<file path="config.mk">
export PLATFORM = sky130hd
export DESIGN_NAME = lsu_align
export DESIGN_NICKNAME = d
export VERILOG_FILES = /design/src/rtl/lsu_align.sv
export SDC_FILE = /design/constraint.sdc
export NUM_CORES = 1
export LEC_CHECK = 0
export CAP_MARGIN = 20
export CORE_UTILIZATION = 35
export CTS_CLUSTER_DIAMETER = 80
export DETAILED_ROUTE_END_ITERATION = 12
export MAX_ROUTING_LAYER = met4
export PLACE_DENSITY = 0.66
export RECOVER_POWER = 25
export SLEW_MARGIN = 20
export SYNTH_ARGS = -nofsm -noshare
export SYNTH_HDL_FRONTEND = slang
export SYNTH_SLANG_ARGS = --single-unit
</file>
<file path="constraint.sdc">
create_clock -name clk -period 5.9 [get_ports clk]
set_input_delay 1.18 -clock clk [delete_from_list [all_inputs] [get_ports clk]]
set_output_delay 1.18 -clock clk [all_outputs]
set_load 0.02 [all_outputs]
</file>
<file path="src/rtl/lsu_align.sv">
// lsu_align: load/store alignment unit, splits word-crossing accesses into two word accesses
// Ports: clk, rst (async, active-high); req_* pipeline request with req_ready handshake;
// resp_valid/resp_err/resp_data completion; mem_* word-addressed byte-lane memory port
// (mem_rdata valid the cycle after mem_en).
module lsu_align #(
  parameter int ADDR_W           = 12,
  parameter bit ALLOW_MISALIGNED = 1'b1
) (
  input  logic              clk,
  input  logic              rst,
  input  logic              req_valid,
  output logic              req_ready,
  input  logic              req_we,
  input  logic [2:0]        req_funct3,
  input  logic [ADDR_W-1:0] req_addr,
  input  logic [31:0]       req_wdata,
  output logic              resp_valid,
  output logic              resp_err,
  output logic [31:0]       resp_data,
  output logic              mem_en,
  output logic              mem_we,
  output logic [ADDR_W-3:0] mem_addr,
  output logic [3:0]        mem_be,
  output logic [31:0]       mem_wdata,
  input  logic [31:0]       mem_rdata
);
  typedef enum logic [1:0] {IDLE, ACC1, ACC2, RESP} state_t;
  state_t state;
  logic we_q;
  logic [2:0] f3_q;
  logic [ADDR_W-1:0] addr_q;
  logic [31:0] wd_q, w0_q, data_q, sh, ld;
  logic [1:0] off;
  logic [2:0] size;
  logic [3:0] mask;
  logic [7:0] be64;
  logic [63:0] wd64, rd64;
  logic [ADDR_W-3:0] word0, word1;
  logic split, illegal, err, acc1, acc2;
  always_comb begin
    off = addr_q[1:0];
    size = f3_q[1:0] == 2'b00 ? 3'd1 : f3_q[1:0] == 2'b01 ? 3'd2 : 3'd4;
    mask = f3_q[1:0] == 2'b00 ? 4'b0001 : f3_q[1:0] == 2'b01 ? 4'b0011 : 4'b1111;
    split = {1'b0, off} + size > 3'd4;
    illegal = f3_q[1:0] == 2'b11 || f3_q == 3'b110 || (we_q && f3_q[2]);
    err = illegal || (split && !ALLOW_MISALIGNED);
    word0 = addr_q[ADDR_W-1:2];
    word1 = word0 + (ADDR_W-2)'(1);
    // Both word lanes computed at once: low half goes to word0, high half to word1.
    be64 = {4'b0, mask} << off;
    wd64 = {32'b0, wd_q & {{8{mask[3]}}, {8{mask[2]}}, {8{mask[1]}}, {8{mask[0]}}}} << {off, 3'b0};
    // The last access's read word arrives during RESP; word0 of a split was captured in ACC2.
    rd64 = split ? {mem_rdata, w0_q} : {32'b0, mem_rdata};
    sh = rd64[{off, 3'b0} +: 32];
    ld = f3_q == 3'b000 ? {{24{sh[7]}}, sh[7:0]} :
         f3_q == 3'b001 ? {{16{sh[15]}}, sh[15:0]} :
         f3_q == 3'b100 ? {24'b0, sh[7:0]} :
         f3_q == 3'b101 ? {16'b0, sh[15:0]} : sh;
    acc1 = state == ACC1 && !err;
    acc2 = state == ACC2;
    mem_en = acc1 || acc2;
    mem_we = mem_en && we_q;
    mem_addr = acc1 ? word0 : acc2 ? word1 : '0;
    mem_be = !mem_en ? 4'b0 : !we_q ? 4'hf : acc2 ? be64[7:4] : be64[3:0];
    mem_wdata = !mem_we ? 32'b0 : acc2 ? wd64[63:32] : wd64[31:0];
    req_ready = state == IDLE;
    resp_valid = state == RESP;
    // Load data is formed live in RESP and then held in data_q until the next response.
    resp_data = state == RESP ? ((we_q || resp_err) ? 32'b0 : ld) : data_q;
  end
  always_ff @(posedge clk or posedge rst) begin
    if (rst) begin
      state <= IDLE;
      we_q <= 1'b0;
      f3_q <= 3'b0;
      addr_q <= '0;
      wd_q <= 32'b0;
      w0_q <= 32'b0;
      data_q <= 32'b0;
      resp_err <= 1'b0;
    end else begin
      case (state)
        IDLE: if (req_valid) begin
          we_q <= req_we;
          f3_q <= req_funct3;
          addr_q <= req_addr;
          wd_q <= req_wdata;
          state <= ACC1;
        end
        ACC1: begin
          state <= (err || !split) ? RESP : ACC2;
          if (err || !split) resp_err <= err;
        end
        ACC2: begin
          w0_q <= mem_rdata;
          resp_err <= 1'b0;
          state <= RESP;
        end
        default: begin
          data_q <= resp_data;
          state <= IDLE;
        end
      endcase
    end
  end
endmodule

</file>
==> Word-level counts from Yosys, hierarchy flattened <==
Cells that the tools add are included.
{ "op_classes": {"mux": 23, "shifts": 3, "n_reduce_logical": 17, "n_eq_ne": 11, "n_addsub": 2, "n_bitwise": 1, "magnitude_cmp": 1} }
{ "ops": {"columns": ["op", "count"], "rows": [
  ["$mux W32", 8],
  ["$mux W64", 1],
  ["$shiftx A64 B6 Y32", 1],
  ["$shl A32 B5 Y64", 1],
  ["$and A32 B32 Y32", 1],
  ["$mux W10", 2],
  ["$mux W4", 5],
  ["$add A10 B1 Y10 const B", 1],
  ["$eq A3 B3 Y1 const B", 3],
  ["$shl A4 B2 Y8", 1],
  ["$eq A2 B2 Y1 const B", 3],
  ["$mux W3", 2],
  ["$pmux W2 S3", 1],
  ["$logic_or A1 B1 Y1", 5],
  ["$eq A2 B1 Y1 const B", 2],
  ["$logic_not A2 Y1", 2],
  ["$reduce_and A2 Y1", 2],
  ["$add A2 B3 Y3", 1],
  ["$eq A3 B1 Y1 const B", 1],
  ["$gt A3 B3 Y1 const B", 1],
  ["$logic_and A1 B1 Y1", 3],
  ["$logic_not A3 Y1", 1],
  ["$reduce_or A3 Y1", 1],
  ["$logic_not A1 Y1", 2],
  ["other kinds (6)", 7]
]} }
{ "totals": {"ff_bits": 115, "inputBits": 83, "out_inout_bits": 83, "wordCells": 66} }

==> Depth between registers and ports, before layout <==
{ "logic_depth": {"ltp_word": 13, "ltp_mapped": 15, "mapped_depth_nobuf": 11} }

==> Worst setup path after synthesis <==
OpenSTA, ideal clock, no wires.
{ "synth_timing": {"path_kind": "register to output", "startpoint": "reg f3_q[0]", "endpoint": "out resp_data[22]", "setup_slack_ns": 0.998, "arrival_time_ns": 3.722, "stages_incl_launch_ff": 15, "n_path_buf": 3, "t_required_ns": 4.720, "cell_sequence": "dfrtp_1 > or2_2 > clkbuf_1 > inv_1 > clkbuf_1 > ha_1 > inv_1 > fa_1 > xnor2_1 > nand2_1 > or3_1 > a31oi_2 > buf_2 > a221oi_1 > o2bb2ai_1"} }
{ "synth_via": {"elab_chain_cells": 13, "word_cells_on_any_way": 18, "classes_between": "add/sub: 1; order compare: 1; eq/ne: 4; shift: 1; mux: 9; reduce/logical: 2"} }
{ "synth_rtl": {"columns": ["element", "line", "source"], "rows": [
  ["start, declared", "30", "logic [2:0] f3_q;"],
  ["start signal, assigned", "85", "f3_q <= req_funct3;"],
  ["$eq A2 B1 Y1", "42", "size = f3_q[1:0] == 2'b00 ? 3'd1 : f3_q[1:0] == 2'b01 ? 3'd2 : 3'd4;"],
  ["$mux W3 (2 in series)", "42", null],
  ["$add A2 B3 Y3", "44", "split = {1'b0, off} + size > 3'd4;"],
  ["$gt A3 B3 Y1", "44", null],
  ["$mux W64", "53", "rd64 = split ? {mem_rdata, w0_q} : {32'b0, mem_rdata};"],
  ["$shiftx A64 B6 Y32", "54", "sh = rd64[{off, 3'b0} +: 32];"],
  ["$mux W32", "58", "f3_q == 3'b101 ? {16'b0, sh[15:0]} : sh;"],
  ["$mux W32", "57", "f3_q == 3'b100 ? {24'b0, sh[7:0]} :"],
  ["$mux W32", "56", "f3_q == 3'b001 ? {{16{sh[15]}}, sh[15:0]} :"],
  ["$mux W32 (*)", "55", "ld = f3_q == 3'b000 ? {{24{sh[7]}}, sh[7:0]} :"],
  ["$mux W32 (*) (2 in series)", "69", "resp_data = state == RESP ? ((we_q || resp_err) ? 32'b0 : ld) : data_q;"],
  ["end, declared", "19", "output logic [31:0] resp_data,"]
]} }
Mark *: on every way between the ends. The rest lies on a longest branch, timed or not.

==> Worst setup path in the final report <==
{ "layout_timing": {"startpoint": "reg f3_q[0]", "endpoint": "out resp_data[24]"} }
The elaborated chain is that of the path after synthesis.

==> metrics.md <==
| Metric | Value |
|---|---|
| Port bufs | `165` |
| Async SR Flop Fraction | `100%` |
| Vias | `6909` |
| Clk Tree Root Cell | `clkbuf_16` |
| Worst rel slew slack | `-85.3%` |
| Ys flop type | `dfrtp_1` |
| Worst-path fanout max | `16` |
| Unique masters post-synth | `51` |
| Top cells by area, synth | `dfrtp_1 (39%), mux2_2 (16%), mux2i_1 (4.8%), o21ai_0 (3.7%), nand2_1 (3.5%)` |
| DR iter-0 viols | `695` |
| Share of layout cells above drive strength 1 | `19.7%` |
| Die span in y | `148 um` |
| Commonest cells after routing, fill and taps aside | `clkdlybuf4s50_1 (148), dfrtp_1 (114), mux2_2 (104)` |
| CTS tree | `done` |
| Fin crit share | `96.1%` |
| Cell Area, Synth | `7440 um2` |
| Hold Crit Class | `flip-flop to flip-flop` |
| Initial antenna violation count | `0` |
| YS warnings | `0` |
| Nets | `992` |
| Clock skew | `0.00697 ns` |
| Final wirelength | `25.0 mm` |
| CTS H-Tree Depth | `4` |
| Post-CTS setup buffers | `0` |
| Fin. max-slew vios | `60` |
| Pre-CTS setup slack | `0.578 ns` |
| Layout area overhead | `35.0%` |
| Largest net degree at the start of global routing | `70` |
| Leakage | `4.03 nW` |
| Fmax | `176 MHz` |
| DP HPWL | `17.2 mm` |
| Fillcell total | `1937` |
| Post-Syn Instances | `755` |
| Hold-fix buffers at CTS | `0` |
| Status | `complete, but fails checks` |
| Register Area | `2880 um2` |
| Worst Max-Slew Pin Slew | `2.76 ns` |
| Failing checks | `max-capacitance violations, max-slew violations` |
| Post-cts resize count | `0` |
| # clock sinks | `115` |
| Routability Congestion | `0.864` |
| Setup_tns | `0 ns` |
| Total track usage | `24.0%` |
| Avg Cell Area, Syn | `9.85 um2` |
| CORE AREA | `20600 um2` |
| N_diodes | `0` |
| Post-Syn Nets | `847` |
| Vias per Instance | `5.84` |
| Num ports | `166` |
| DR DRC count | `0` |
| Die width | `148 um` |
| DRT Pass-1 Iters | `7` |
| Multi-input combinational cell area | `4300 um2` |
| VDD IR-drop max | `335 uV` |
| Row cnt | `52` |
| CTS buffer count | `17` |
| Seq/Total Area, Yosys | `38.7%` |
| Crit start category | `flip-flop` |
| EDFF count, synth | `0` |
| #FFs+latches synth | `115` |
| Synth area leader | `dfrtp_1` |
| Unrepaired setup endpoints after global routing | `false` |
| Max_cap viols | `1` |
| Req. time, crit path | `4.72 ns` |
| Final ANT Viol Nets | `0` |
| Initial Util | `36.2%` |
| Reg2reg setup slack | `2.20 ns` |
| Clock Pin Slew Worst Setup and Hold Paths | `0.05 ns` |
| Gr ovfl total | `0` |
| Pwr dens | `728 nW/um2` |
| Crit end category | `output pin` |
| Drt wl/cell | `21.1 um` |
| Final min period | `5.67 ns` |
| Final setup violation count | `0` |
| CP arrival | `4.49 ns` |
| Clock latency on the worst-skew pair | `0.42 ns` |
| Die Area | `21800 um2` |
| Final Hold Viols | `0` |
| Number of global-route vias before repair | `6873` |
| Post-layout worst setup margin | `0.230 ns` |
| Commonest non-fill, non-tap cell in the layout | `clkdlybuf4s50_1` |
| Worst Setup Path Type | `flip-flop to output pin` |
| Top-area cell type share of the netlist area | `38.7%` |
| Wire length of the first global-routing pass | `38.8 mm` |
| Clk buf depth | `2` |
==> worst max-delay path, cell delays in order, from the launching register on <==
cell	delay, ns
dfrtp_1	0.46
or2_2	0.46
inv_1	0.11
ha_1	0.14
inv_1	0.05
fa_1	0.45
xnor2_1	0.34
nand2_2	0.19
or3_1	0.44
a31oi_2	0.19
buf_4	0.27
a221o_1	0.21
a22o_1	0.15
clkdlybuf4s50_1	0.60
==> cells in the mapped netlist, types with 3 or more instances <==
library cell,number
a2bb2oi_1,8
o21ai_0,55
buf_2,13
a31oi_1,3
a211oi_1,9
nand2_1,70
a21oi_1,44
o2bb2ai_1,24
nor2_1,37
inv_1,10
a221oi_1,8
a21o_1,4
a32oi_1,8
nand4_1,3
buf_1,11
or3_1,5
a221o_1,6
nand2b_1,6
mux2_2,104
o31ai_1,6
a22o_1,17
mux4_2,8
nor2b_1,4
mux2i_1,36
nor3_1,11
xor2_1,6
a22oi_1,24
dfrtp_1,115
clkbuf_1,37
and3_1,9
nand3_1,19
ha_1,8
==> sequential cells by signal, indices dropped and copies added (netlist names) <==
signal / flops
resp_err: 1
addr_q: 12
f3_q: 3
w0_q: 32
data_q: 32
wd_q: 32
we_q: 1
state: 2
==> through the flow <==
| step | power, mW | cell area, um2 | utilization, % | hold WS [ns] | std cells |
|---|---|---|---|---|---|
| 2_1_floorplan | 4.54 | 7440 | - | 0.450 | 755 |
| 3_3_place_gp | 6.00 | 9350 | 45.5 | 0.462 | 1149 |
| 3_5_place_dp | 6.06 | 9350 | 45.5 | 0.468 | 1149 |
| 4_1_cts | 7.24 | 10000 | 48.7 | 0.479 | 1181 |
| 5_1_grt | 7.74 | 10000 | 48.8 | 0.499 | 1183 |
| 6_report | 7.31 | 10000 | 48.8 | 0.477 | 1183 |
==> routing by layer <==
layer  global-route usage (%)  up-vias  wire length [um]
li1                         -     3124                 -
met1                     31.6     3377             11000
met2                     36.8      366             11600
met3                     4.69       42              1780
met4                     8.14        0               616
met5                        -        -                 0
==> where the power goes <==
group | leakage [nW] | internal, mW | total [mW] | switching, mW
sequential | 1.38 | 1.19 | 1.51 | 0.322
combinational | 2.32 | 2.03 | 4.65 | 2.62
clock | 0.320 | 0.780 | 1.15 | 0.372
==> final cells by class <==
cell class                 count  area share (%)
clock buffer                  22            4.72
inverter                      13           0.498
multi-input combinational    566            42.8
clock inverter                10            1.77
sequential                   115            28.7
timing repair buffer         187            18.2
tap                          270            3.36
==> kinds of logic (layout without fill, tap and decap cells) <==
| kind of cell | Yosys count | in the layout | synth area share, % |
|---|---|---|---|
| xor gates and xnor gates | 8 | 8 | 0.942 |
| DFF | 115 | 115 | 38.7 |
| muxes | 149 | 149 | 23.3 |
| and+or+nand+nor | 169 | 169 | 10.1 |
| adders and majority gates | 9 | 9 | 1.61 |
| AOI/OAI and AO/OA | 231 | 231 | 21.4 |
| buffers and inverters | 74 | 232 | 3.95 |
==> worst paths after layout <==
| check | start | end | depth (start not counted) |
|---|---|---|---|
| max | f3_q[0] | resp_data[24] | 13 |
| min | data_q[13] | data_q[13] | 2 |
| max reg2reg | f3_q[0] | data_q[19] | 12 |
| min reg2reg | data_q[13] | data_q[13] | 2 |
| max in group asynchronous | rst | w0_q[23] | 3 |
| min in group asynchronous | rst | w0_q[21] | 2 |
Power figures use the tool's default switching activity.
